**config.mk**
```make
export PLATFORM = sky130hd
export DESIGN_NAME = weight_pingpong_ctrl
export DESIGN_NICKNAME = d
export VERILOG_FILES = /design/src/rtl/weight_pingpong_ctrl_pkg.sv /design/src/rtl/wm_sweep_counter.sv /design/src/rtl/weight_pingpong_ctrl.sv
export SDC_FILE = /design/constraint.sdc
export NUM_CORES = 1
export LEC_CHECK = 0
export BUFFER_PORTS_ARGS = -buffer_cell sky130_fd_sc_hd__buf_2
export CAP_MARGIN = 0
export CORE_UTILIZATION = 49
export CTS_CLUSTER_SIZE = 24
export DETAILED_ROUTE_END_ITERATION = 10
export PLACE_DENSITY_LB_ADDON = 0.25
export REMOVE_ABC_BUFFERS = 1
export SYNTH_ARGS = -nofsm -noshare
export SYNTH_HDL_FRONTEND = slang
export SYNTH_SLANG_ARGS = --single-unit
export TNS_END_PERCENT = 30
```
**constraint.sdc**
```tcl
create_clock -name clk -period 2.7 [get_ports clk]
set_input_delay 0.405 -clock clk [delete_from_list [all_inputs] [get_ports clk]]
set_output_delay 0.405 -clock clk [all_outputs]
set_load 0.1 [all_outputs]
```
**src/rtl/weight_pingpong_ctrl_pkg.sv**
```systemverilog
// -----------------------------------------------------------------------------
// weight_pingpong_ctrl_pkg
//   Shared definitions for the weight ping-pong controller: write/read FSM
//   state encodings and the bank-index type used for the two-bank BRAM pair.
// -----------------------------------------------------------------------------
package weight_pingpong_ctrl_pkg;

    // Two banks, so a single bit selects one of them.
    localparam int BANK_W = 1;

    typedef logic [BANK_W-1:0] bank_t;

    typedef enum logic [1:0] {
        W_IDLE = 2'd0,
        W_WAIT = 2'd1,
        W_FILL = 2'd2
    } wr_state_e;

    typedef enum logic [1:0] {
        R_IDLE = 2'd0,
        R_WAIT = 2'd1,
        R_RUN  = 2'd2
    } rd_state_e;

endpackage : weight_pingpong_ctrl_pkg

```
**src/rtl/wm_sweep_counter.sv**
```systemverilog
// -----------------------------------------------------------------------------
// wm_sweep_counter
//   Address sweep counter with a repeat (pass) count. On load_i the last
//   address and last pass are captured and the counter restarts at 0/0.
//   Every step_i advances the address; at the last address it wraps to 0 and
//   the pass count advances, wrapping to 0 after the last pass, so the counter
//   is back at its start position once a full sweep completes.
//
//   clk          in   clock, rising edge
//   rst          in   asynchronous active-high reset
//   clear_i      in   synchronous clear of address and pass count
//   load_i       in   capture addr_last_i / pass_last_i and restart at 0/0
//   step_i       in   advance by one address
//   addr_last_i  in   last address of the sweep
//   pass_last_i  in   number of passes minus 1
//   addr_o       out  current address (registered)
//   done_o       out  current position is the last address of the last pass
// -----------------------------------------------------------------------------
module wm_sweep_counter #(
    parameter int ADDR_W = 8,
    parameter int PASS_W = 8
) (
    input  logic              clk,
    input  logic              rst,
    input  logic              clear_i,
    input  logic              load_i,
    input  logic              step_i,
    input  logic [ADDR_W-1:0] addr_last_i,
    input  logic [PASS_W-1:0] pass_last_i,
    output logic [ADDR_W-1:0] addr_o,
    output logic              done_o
);

    logic [ADDR_W-1:0] addr_q, addr_d;
    logic [ADDR_W-1:0] addr_last_q, addr_last_d;
    logic [PASS_W-1:0] pass_q, pass_d;
    logic [PASS_W-1:0] pass_last_q, pass_last_d;

    logic addr_at_last;
    logic pass_at_last;

    assign addr_at_last = (addr_q == addr_last_q);
    assign pass_at_last = (pass_q == pass_last_q);

    // NOTE: every variable driven here gets its hold value first, so no path
    // leaves it unassigned and no latch is inferred.
    always_comb begin
        addr_d      = addr_q;
        pass_d      = pass_q;
        addr_last_d = addr_last_q;
        pass_last_d = pass_last_q;
        if (clear_i) begin
            addr_d = '0;
            pass_d = '0;
        end else if (load_i) begin
            addr_d      = '0;
            pass_d      = '0;
            addr_last_d = addr_last_i;
            pass_last_d = pass_last_i;
        end else if (step_i) begin
            if (addr_at_last) begin
                addr_d = '0;
                pass_d = pass_at_last ? '0 : pass_q + 1'b1;
            end else begin
                addr_d = addr_q + 1'b1;
            end
        end
    end

    // NOTE: state registers use non-blocking assignments so every flop
    // samples the pre-edge value of every other flop.
    always_ff @(posedge clk or posedge rst) begin
        if (rst) begin
            addr_q      <= '0;
            pass_q      <= '0;
            addr_last_q <= '0;
            pass_last_q <= '0;
        end else begin
            addr_q      <= addr_d;
            pass_q      <= pass_d;
            addr_last_q <= addr_last_d;
            pass_last_q <= pass_last_d;
        end
    end

    assign addr_o = addr_q;
    assign done_o = addr_at_last && pass_at_last;

endmodule : wm_sweep_counter

```
**src/rtl/weight_pingpong_ctrl.sv**
```systemverilog
// -----------------------------------------------------------------------------
// weight_pingpong_ctrl
//   Ping-pong bank controller for the weight memory. The write FSM fills one
//   bank from the loader stream while the read FSM sweeps the other bank for
//   the PE array, repeating the sweep cfg_reuse_last+1 times. bank_full tracks
//   which banks hold a complete tile; a writer waits for its bank to be
//   released and a reader waits for its bank to be filled.
//
//   clk, rst         clock / asynchronous active-high reset
//   flush            synchronous abort of both FSMs, clears bank_full
//   cfg_wr_last      last write address of a tile (sampled on load_start)
//   cfg_rd_last      last read address of a tile (sampled on compute_start)
//   cfg_reuse_last   read passes minus 1 (sampled on compute_start)
//   load_start       start filling the next write bank
//   wr_valid/ready   loader handshake; wr_en = wr_valid & wr_ready
//   wr_bank/addr_wr  BRAM write bank and address
//   load_done        1-cycle pulse after the last word of a tile
//   compute_start    start sweeping the next read bank
//   rd_en/addr_rd    registered BRAM read enable and address
//   rd_bank          bank being read
//   rd_last          final address of the final pass
//   compute_done     1-cycle pulse when the read bank is released
//   bank_full        per-bank valid-tile flags
//   busy             either FSM not idle
// -----------------------------------------------------------------------------
module weight_pingpong_ctrl
    import weight_pingpong_ctrl_pkg::*;
#(
    parameter int WR_ADDR_DEPTH = 10,
    parameter int RD_ADDR_DEPTH = 8,
    parameter int REUSE_W       = 8
) (
    input  logic                     clk,
    input  logic                     rst,
    input  logic                     flush,
    input  logic [WR_ADDR_DEPTH-1:0] cfg_wr_last,
    input  logic [RD_ADDR_DEPTH-1:0] cfg_rd_last,
    input  logic [REUSE_W-1:0]       cfg_reuse_last,
    input  logic                     load_start,
    input  logic                     wr_valid,
    output logic                     wr_ready,
    output logic                     wr_en,
    output logic                     wr_bank,
    output logic [WR_ADDR_DEPTH-1:0] addr_wr,
    output logic                     load_done,
    input  logic                     compute_start,
    output logic                     rd_en,
    output logic                     rd_bank,
    output logic [RD_ADDR_DEPTH-1:0] addr_rd,
    output logic                     rd_last,
    output logic                     compute_done,
    output logic [1:0]               bank_full,
    output logic                     busy
);

    wr_state_e  wr_state_q, wr_state_d;
    rd_state_e  rd_state_q, rd_state_d;
    bank_t      wr_ptr_q, wr_ptr_d;
    bank_t      rd_ptr_q, rd_ptr_d;
    logic [1:0] bank_full_q, bank_full_d;
    logic       load_done_q, load_done_d;
    logic       compute_done_q, compute_done_d;
    logic       rd_en_q, rd_en_d;

    logic wr_cnt_load, wr_cnt_step, wr_cnt_done;
    logic rd_cnt_load, rd_cnt_step, rd_cnt_done;
    logic bank_set, bank_clr;

    // Write addresses: a single pass per tile.
    wm_sweep_counter #(
        .ADDR_W (WR_ADDR_DEPTH),
        .PASS_W (1)
    ) u_wr_cnt (
        .clk         (clk),
        .rst         (rst),
        .clear_i     (flush),
        .load_i      (wr_cnt_load),
        .step_i      (wr_cnt_step),
        .addr_last_i (cfg_wr_last),
        .pass_last_i (1'b0),
        .addr_o      (addr_wr),
        .done_o      (wr_cnt_done)
    );

    // Read addresses: cfg_reuse_last+1 passes over the tile.
    wm_sweep_counter #(
        .ADDR_W (RD_ADDR_DEPTH),
        .PASS_W (REUSE_W)
    ) u_rd_cnt (
        .clk         (clk),
        .rst         (rst),
        .clear_i     (flush),
        .load_i      (rd_cnt_load),
        .step_i      (rd_cnt_step),
        .addr_last_i (cfg_rd_last),
        .pass_last_i (cfg_reuse_last),
        .addr_o      (addr_rd),
        .done_o      (rd_cnt_done)
    );

    assign wr_ready = (wr_state_q == W_FILL);
    assign wr_en    = wr_valid & wr_ready;

    // Write FSM
    always_comb begin
        wr_state_d  = wr_state_q;
        wr_ptr_d    = wr_ptr_q;
        wr_cnt_load = 1'b0;
        wr_cnt_step = 1'b0;
        bank_set    = 1'b0;
        load_done_d = 1'b0;
        unique case (wr_state_q)
            W_IDLE: begin
                if (load_start) begin
                    wr_cnt_load = 1'b1;
                    wr_state_d  = bank_full_q[wr_ptr_q] ? W_WAIT : W_FILL;
                end
            end
            W_WAIT: begin
                if (!bank_full_q[wr_ptr_q]) begin
                    wr_state_d = W_FILL;
                end
            end
            W_FILL: begin
                if (wr_en) begin
                    // The last word wraps the counter back to address 0.
                    wr_cnt_step = 1'b1;
                    if (wr_cnt_done) begin
                        bank_set    = 1'b1;
                        wr_ptr_d    = wr_ptr_q + bank_t'(1);
                        load_done_d = 1'b1;
                        wr_state_d  = W_IDLE;
                    end
                end
            end
            default: wr_state_d = W_IDLE;
        endcase
        if (flush) begin
            wr_state_d  = W_IDLE;
            wr_ptr_d    = '0;
            load_done_d = 1'b0;
        end
    end

    // Read FSM. The first cycle in R_RUN only raises rd_en; from then on each
    // cycle with rd_en high consumes one address.
    always_comb begin
        rd_state_d     = rd_state_q;
        rd_ptr_d       = rd_ptr_q;
        rd_cnt_load    = 1'b0;
        rd_cnt_step    = 1'b0;
        bank_clr       = 1'b0;
        rd_en_d        = 1'b0;
        compute_done_d = 1'b0;
        unique case (rd_state_q)
            R_IDLE: begin
                if (compute_start) begin
                    rd_cnt_load = 1'b1;
                    rd_state_d  = bank_full_q[rd_ptr_q] ? R_RUN : R_WAIT;
                end
            end
            R_WAIT: begin
                if (bank_full_q[rd_ptr_q]) begin
                    rd_state_d = R_RUN;
                end
            end
            R_RUN: begin
                rd_cnt_step = rd_en_q;
                if (rd_en_q && rd_cnt_done) begin
                    bank_clr       = 1'b1;
                    rd_ptr_d       = rd_ptr_q + bank_t'(1);
                    compute_done_d = 1'b1;
                    rd_state_d     = R_IDLE;
                end else begin
                    rd_en_d = 1'b1;
                end
            end
            default: rd_state_d = R_IDLE;
        endcase
        if (flush) begin
            rd_state_d     = R_IDLE;
            rd_ptr_d       = '0;
            rd_en_d        = 1'b0;
            compute_done_d = 1'b0;
        end
    end

    // Writer and reader always point at different banks when both act in the
    // same cycle, so set and clear never collide.
    always_comb begin
        bank_full_d = bank_full_q;
        if (bank_set) bank_full_d[wr_ptr_q] = 1'b1;
        if (bank_clr) bank_full_d[rd_ptr_q] = 1'b0;
        if (flush)    bank_full_d = '0;
    end

    always_ff @(posedge clk or posedge rst) begin
        if (rst) begin
            wr_state_q     <= W_IDLE;
            rd_state_q     <= R_IDLE;
            wr_ptr_q       <= '0;
            rd_ptr_q       <= '0;
            bank_full_q    <= '0;
            load_done_q    <= 1'b0;
            compute_done_q <= 1'b0;
            rd_en_q        <= 1'b0;
        end else begin
            wr_state_q     <= wr_state_d;
            rd_state_q     <= rd_state_d;
            wr_ptr_q       <= wr_ptr_d;
            rd_ptr_q       <= rd_ptr_d;
            bank_full_q    <= bank_full_d;
            load_done_q    <= load_done_d;
            compute_done_q <= compute_done_d;
            rd_en_q        <= rd_en_d;
        end
    end

    assign wr_bank      = wr_ptr_q;
    assign rd_bank      = rd_ptr_q;
    assign load_done    = load_done_q;
    assign compute_done = compute_done_q;
    assign rd_en        = rd_en_q;
    assign rd_last      = rd_en_q & rd_cnt_done;
    assign bank_full    = bank_full_q;
    assign busy         = (wr_state_q != W_IDLE) || (rd_state_q != R_IDLE);

endmodule : weight_pingpong_ctrl

```
==> results.md <==
* Number of flops mapped to enable cells by yosys at 0
* Slew @ Worst Pin at 0.694 ns
* Fmax at 392 MHz
* Final Power at 2.32 mW
* Top_reg_cell synth: dfrtp_1
* CTS buffer count at 9
* Full die area at 6920 sq um
* Storage element area at 1580 sq um
* Final hold violations at 0
* Largest net degree at the start of global routing at 34
* Diode count at 0
* Register area share after synthesis at 48.8%
* GRT Util Overall at 21.1%
* Clk pin slew, worst setup/hold paths at 0.07 ns
* Pre-antenna DRT Iters at 4
* CP Class: reg -> out
* Antenna-violating nets left at 0
* Vias post-DR at 2,394
* Final HPWL DP at 4810 um
* Fillers at 537
* Final WL at 6720 um
* Multi-input logic area at 1590 sq um
* Initial antenna violation count at 0
* Gate power share at 16.7%
* # IOs at 61
* Placed Instance Area at 3610 sq um
* Hold bufs inserted after CTS at 0
* Reg2Reg Depth at 5
* Hold Path Class: in -> async
* Clk root buf: clkbuf_8
* CTS resizes at 1
* Gate Count Post-Synth at 286
* Max Slew Vio Count at 0
* Htree depth at 3
* Switch share at 28.4%
* Final Instance Area at 3820 sq um
* IO Port Bufs at 60
* Syn_area_per_cell at 11.3 sq um
* Worst-Skew Late Latency at 0.34 ns
* CP Launch Type: flip-flop
* Final GP Congestion at 0.887
* Seq cells post-synth at 63
* Worst-path fanout max at 6
* Post-route clock period utilization at 94.5%
* Std-Cell Rows at 29
* Leak Pwr at 1.71 nW
* Critical Path AT at 2.15 ns
* Vias in the first global route at 2,398
* Chip width at 83.2 um
* GR Overflow Total at 0
* Peak supply drop at 0.000364 V
* Final setup fails at 0
* Area Growth Syn to Fin at 18.4%
* CTS tree: built
* Cell area after synthesis at 3230 sq um
* DRC at 0
* Status: finished clean
* Unrepaired setup endpoints after global routing: no
* Drt wl/cell at 15.5 um
* Tmin final at 2.55 ns
* Die H at 83.2 um
* Effective utilization at floorplan at 50.9%
* Reg power frac at 47.9%
* Clock share of power at 35.4%
* NetSw at 0.661 mW
* Req. time, crit path at 2.30 ns
* Clock skew at 0.00706 ns
* Share of cells above drive strength 1 at 34.3%
* Postcts setup bufs at 0
* Slew headroom at 53.7%
* Worst setup EP type: output port
* Nets@finish at 386
* Vias/cell at 5.53
* R2R Path Start: u_rd_cnt.addr_o[1]$_DFFE_PP0P_
* Fin Setup TNS at 0 ns
* Core area at 6350 sq um
* Total of max-cap violations at 0
* Worst reg-to-reg setup slack at 0.77 ns
* Critical R2R Capture: u_rd_cnt.addr_o[5]$_DFFE_PP0P_
* Clk sink count at 63
* Pwr dens at 608 nW/um^2
* Global-route wire length before repair at 11,500 um
* Pint at 1.66 mW
* Async SR Flop Fraction at 100%
* Yosys Warn Count at 0
* Netlist cell types at 48
* DRT iter0 DRCs at 110
* Deepest clock path buffer count at 2
## layer usage
| metal | routed length (um) | vias up | global-route usage [%] |
|---|---|---|---|
| met2 | 3140 | 54 | 32.9 |
| met5 | 0 | - | 0 |
| li1 | - | 1163 | - |
| met4 | 94 | 0 | 6.58 |
| met1 | 3160 | 1170 | 28.2 |
| met3 | 320 | 7 | 6.56 |
## final cells by class
type | count | share of cell area (%)
clock buffer | 10 | 3.60
timing repair buffer | 62 | 8.74
multi-input combinational | 208 | 41.7
tap | 77 | 2.52
inverter | 7 | 0.687
sequential | 63 | 41.2
clock inverter | 6 | 1.57
## logic make-up after synthesis
| group | after synthesis | share of synthesized area, % |
|---|---|---|
| compound gates | 51 | 12.4 |
| xor+xnor | 34 | 9.22 |
| fa+ha+maj | 3 | 1.16 |
| buf+inv | 15 | 2.17 |
| flops | 63 | 48.8 |
| mux | 32 | 11.0 |
| simple gates | 88 | 15.3 |
## cell usage after synthesis, types with 2 or more instances
cell       number  area share (%)
a21oi_1         5            0.77
a22o_1          4             1.1
a31oi_1         2            0.39
and3_1         10             1.9
and4_1          2            0.54
buf_2           5            0.77
clkbuf_1        2            0.23
dfrtp_1        63              49
ha_1            3             1.2
inv_1           6            0.70
mux2_2         29              10
mux2i_1         3            0.93
nand2_1        13             1.5
nand2b_1        6             1.2
nand3_1         8             1.2
nand4_1         9             1.7
nor2_1         19             2.2
nor2b_1         5            0.97
nor3_1          8             1.2
o211ai_1        6             1.4
o21a_1          3            0.70
o21ai_0        10             1.5
o21ai_1         2            0.31
o21ai_2         2            0.54
o2bb2ai_2       6             2.8
xnor2_1        28             7.6
xor2_1          6             1.6
## cells in the final DEF (no fill, tap or decap), types with 5 or more instances in the layout
cell       Yosys  layout
a21oi_1        5       5
and3_1        10      10
buf_2          5      59
clkbuf_8       0      10
dfrtp_1       63      63
inv_1          6       5
mux2_2        29      29
nand2_1       13      13
nand2b_1       6       6
nand3_1        8       8
nand4_1        9       9
nor2_1        19      19
nor2b_1        5       5
nor3_1         8       8
o211ai_1       6       6
o21ai_0       10      10
o2bb2ai_2      6       6
xnor2_1       28      28
xor2_1         6       6
## flip-flops by register name, indices dropped and copies added (netlist names)
signal / count
compute_done: 1
u_rd_cnt.pass_q: 8
u_wr_cnt.addr_last_q: 10
load_done: 1
u_rd_cnt.addr_o: 8
wr_bank: 1
u_rd_cnt.pass_last_q: 8
rd_en: 1
u_rd_cnt.addr_last_q: 8
bank_full: 2
rd_bank: 1
rd_state_q: 2
u_wr_cnt.addr_o: 10
wr_state_q: 2
## power by group through the flow
stage               clock network (mW)  registers [mW]  logic [mW]
global route                     0.888            1.12       0.425
floorplan                            0            1.12       0.297
global placement                     0            1.13       0.382
CTS                              0.840            1.11       0.390
finish                           0.822            1.11       0.388
detailed placement                   0            1.13       0.387
## worst max-delay path, cell delays in order (launching register included)
cell and delay [ns]:
dfrtp_1 0.45, xnor2_1 0.26, nand4_1 0.22, nor4_4 0.33
and2_1 0.27, buf_6 0.26
## per-stage QoR
| step | hold WS (ns) | cells | setup WS, ns | util, % |
|---|---|---|---|---|
| after floorplan | 0.471 | 278 | -0.696 | - |
| after global routing | 0.216 | 433 | 0.00913 | 60.2 |
| final | 0.169 | 433 | 0.149 | 60.2 |
| after CTS | 0.185 | 433 | 0.0857 | 60.0 |
| after detailed placement | 0.521 | 417 | 0.344 | 56.9 |
| after global placement | 0.514 | 417 | 0.400 | 56.9 |
## worst max path at each step
stage                                    from                   to  slack [ns]  cells after the start
6_report       u_rd_cnt.addr_o[1]$_DFFE_PP0P_              rd_last        0.15                      5
5_1_grt        u_rd_cnt.addr_o[2]$_DFFE_PP0P_              rd_last       0.009                      5
2_1_floorplan       wr_state_q[0]$_DFFE_PP0P_  wr_bank$_DFFE_PP0P_       -0.70                      5
3_3_place_gp   u_rd_cnt.addr_o[4]$_DFFE_PP0P_              rd_last        0.40                      5
3_5_place_dp   u_rd_cnt.addr_o[4]$_DFFE_PP0P_              rd_last        0.34                      5
4_1_cts        u_rd_cnt.addr_o[1]$_DFFE_PP0P_              rd_last        0.09                      5
No activity file was read; power rests on OpenSTA's default activity.
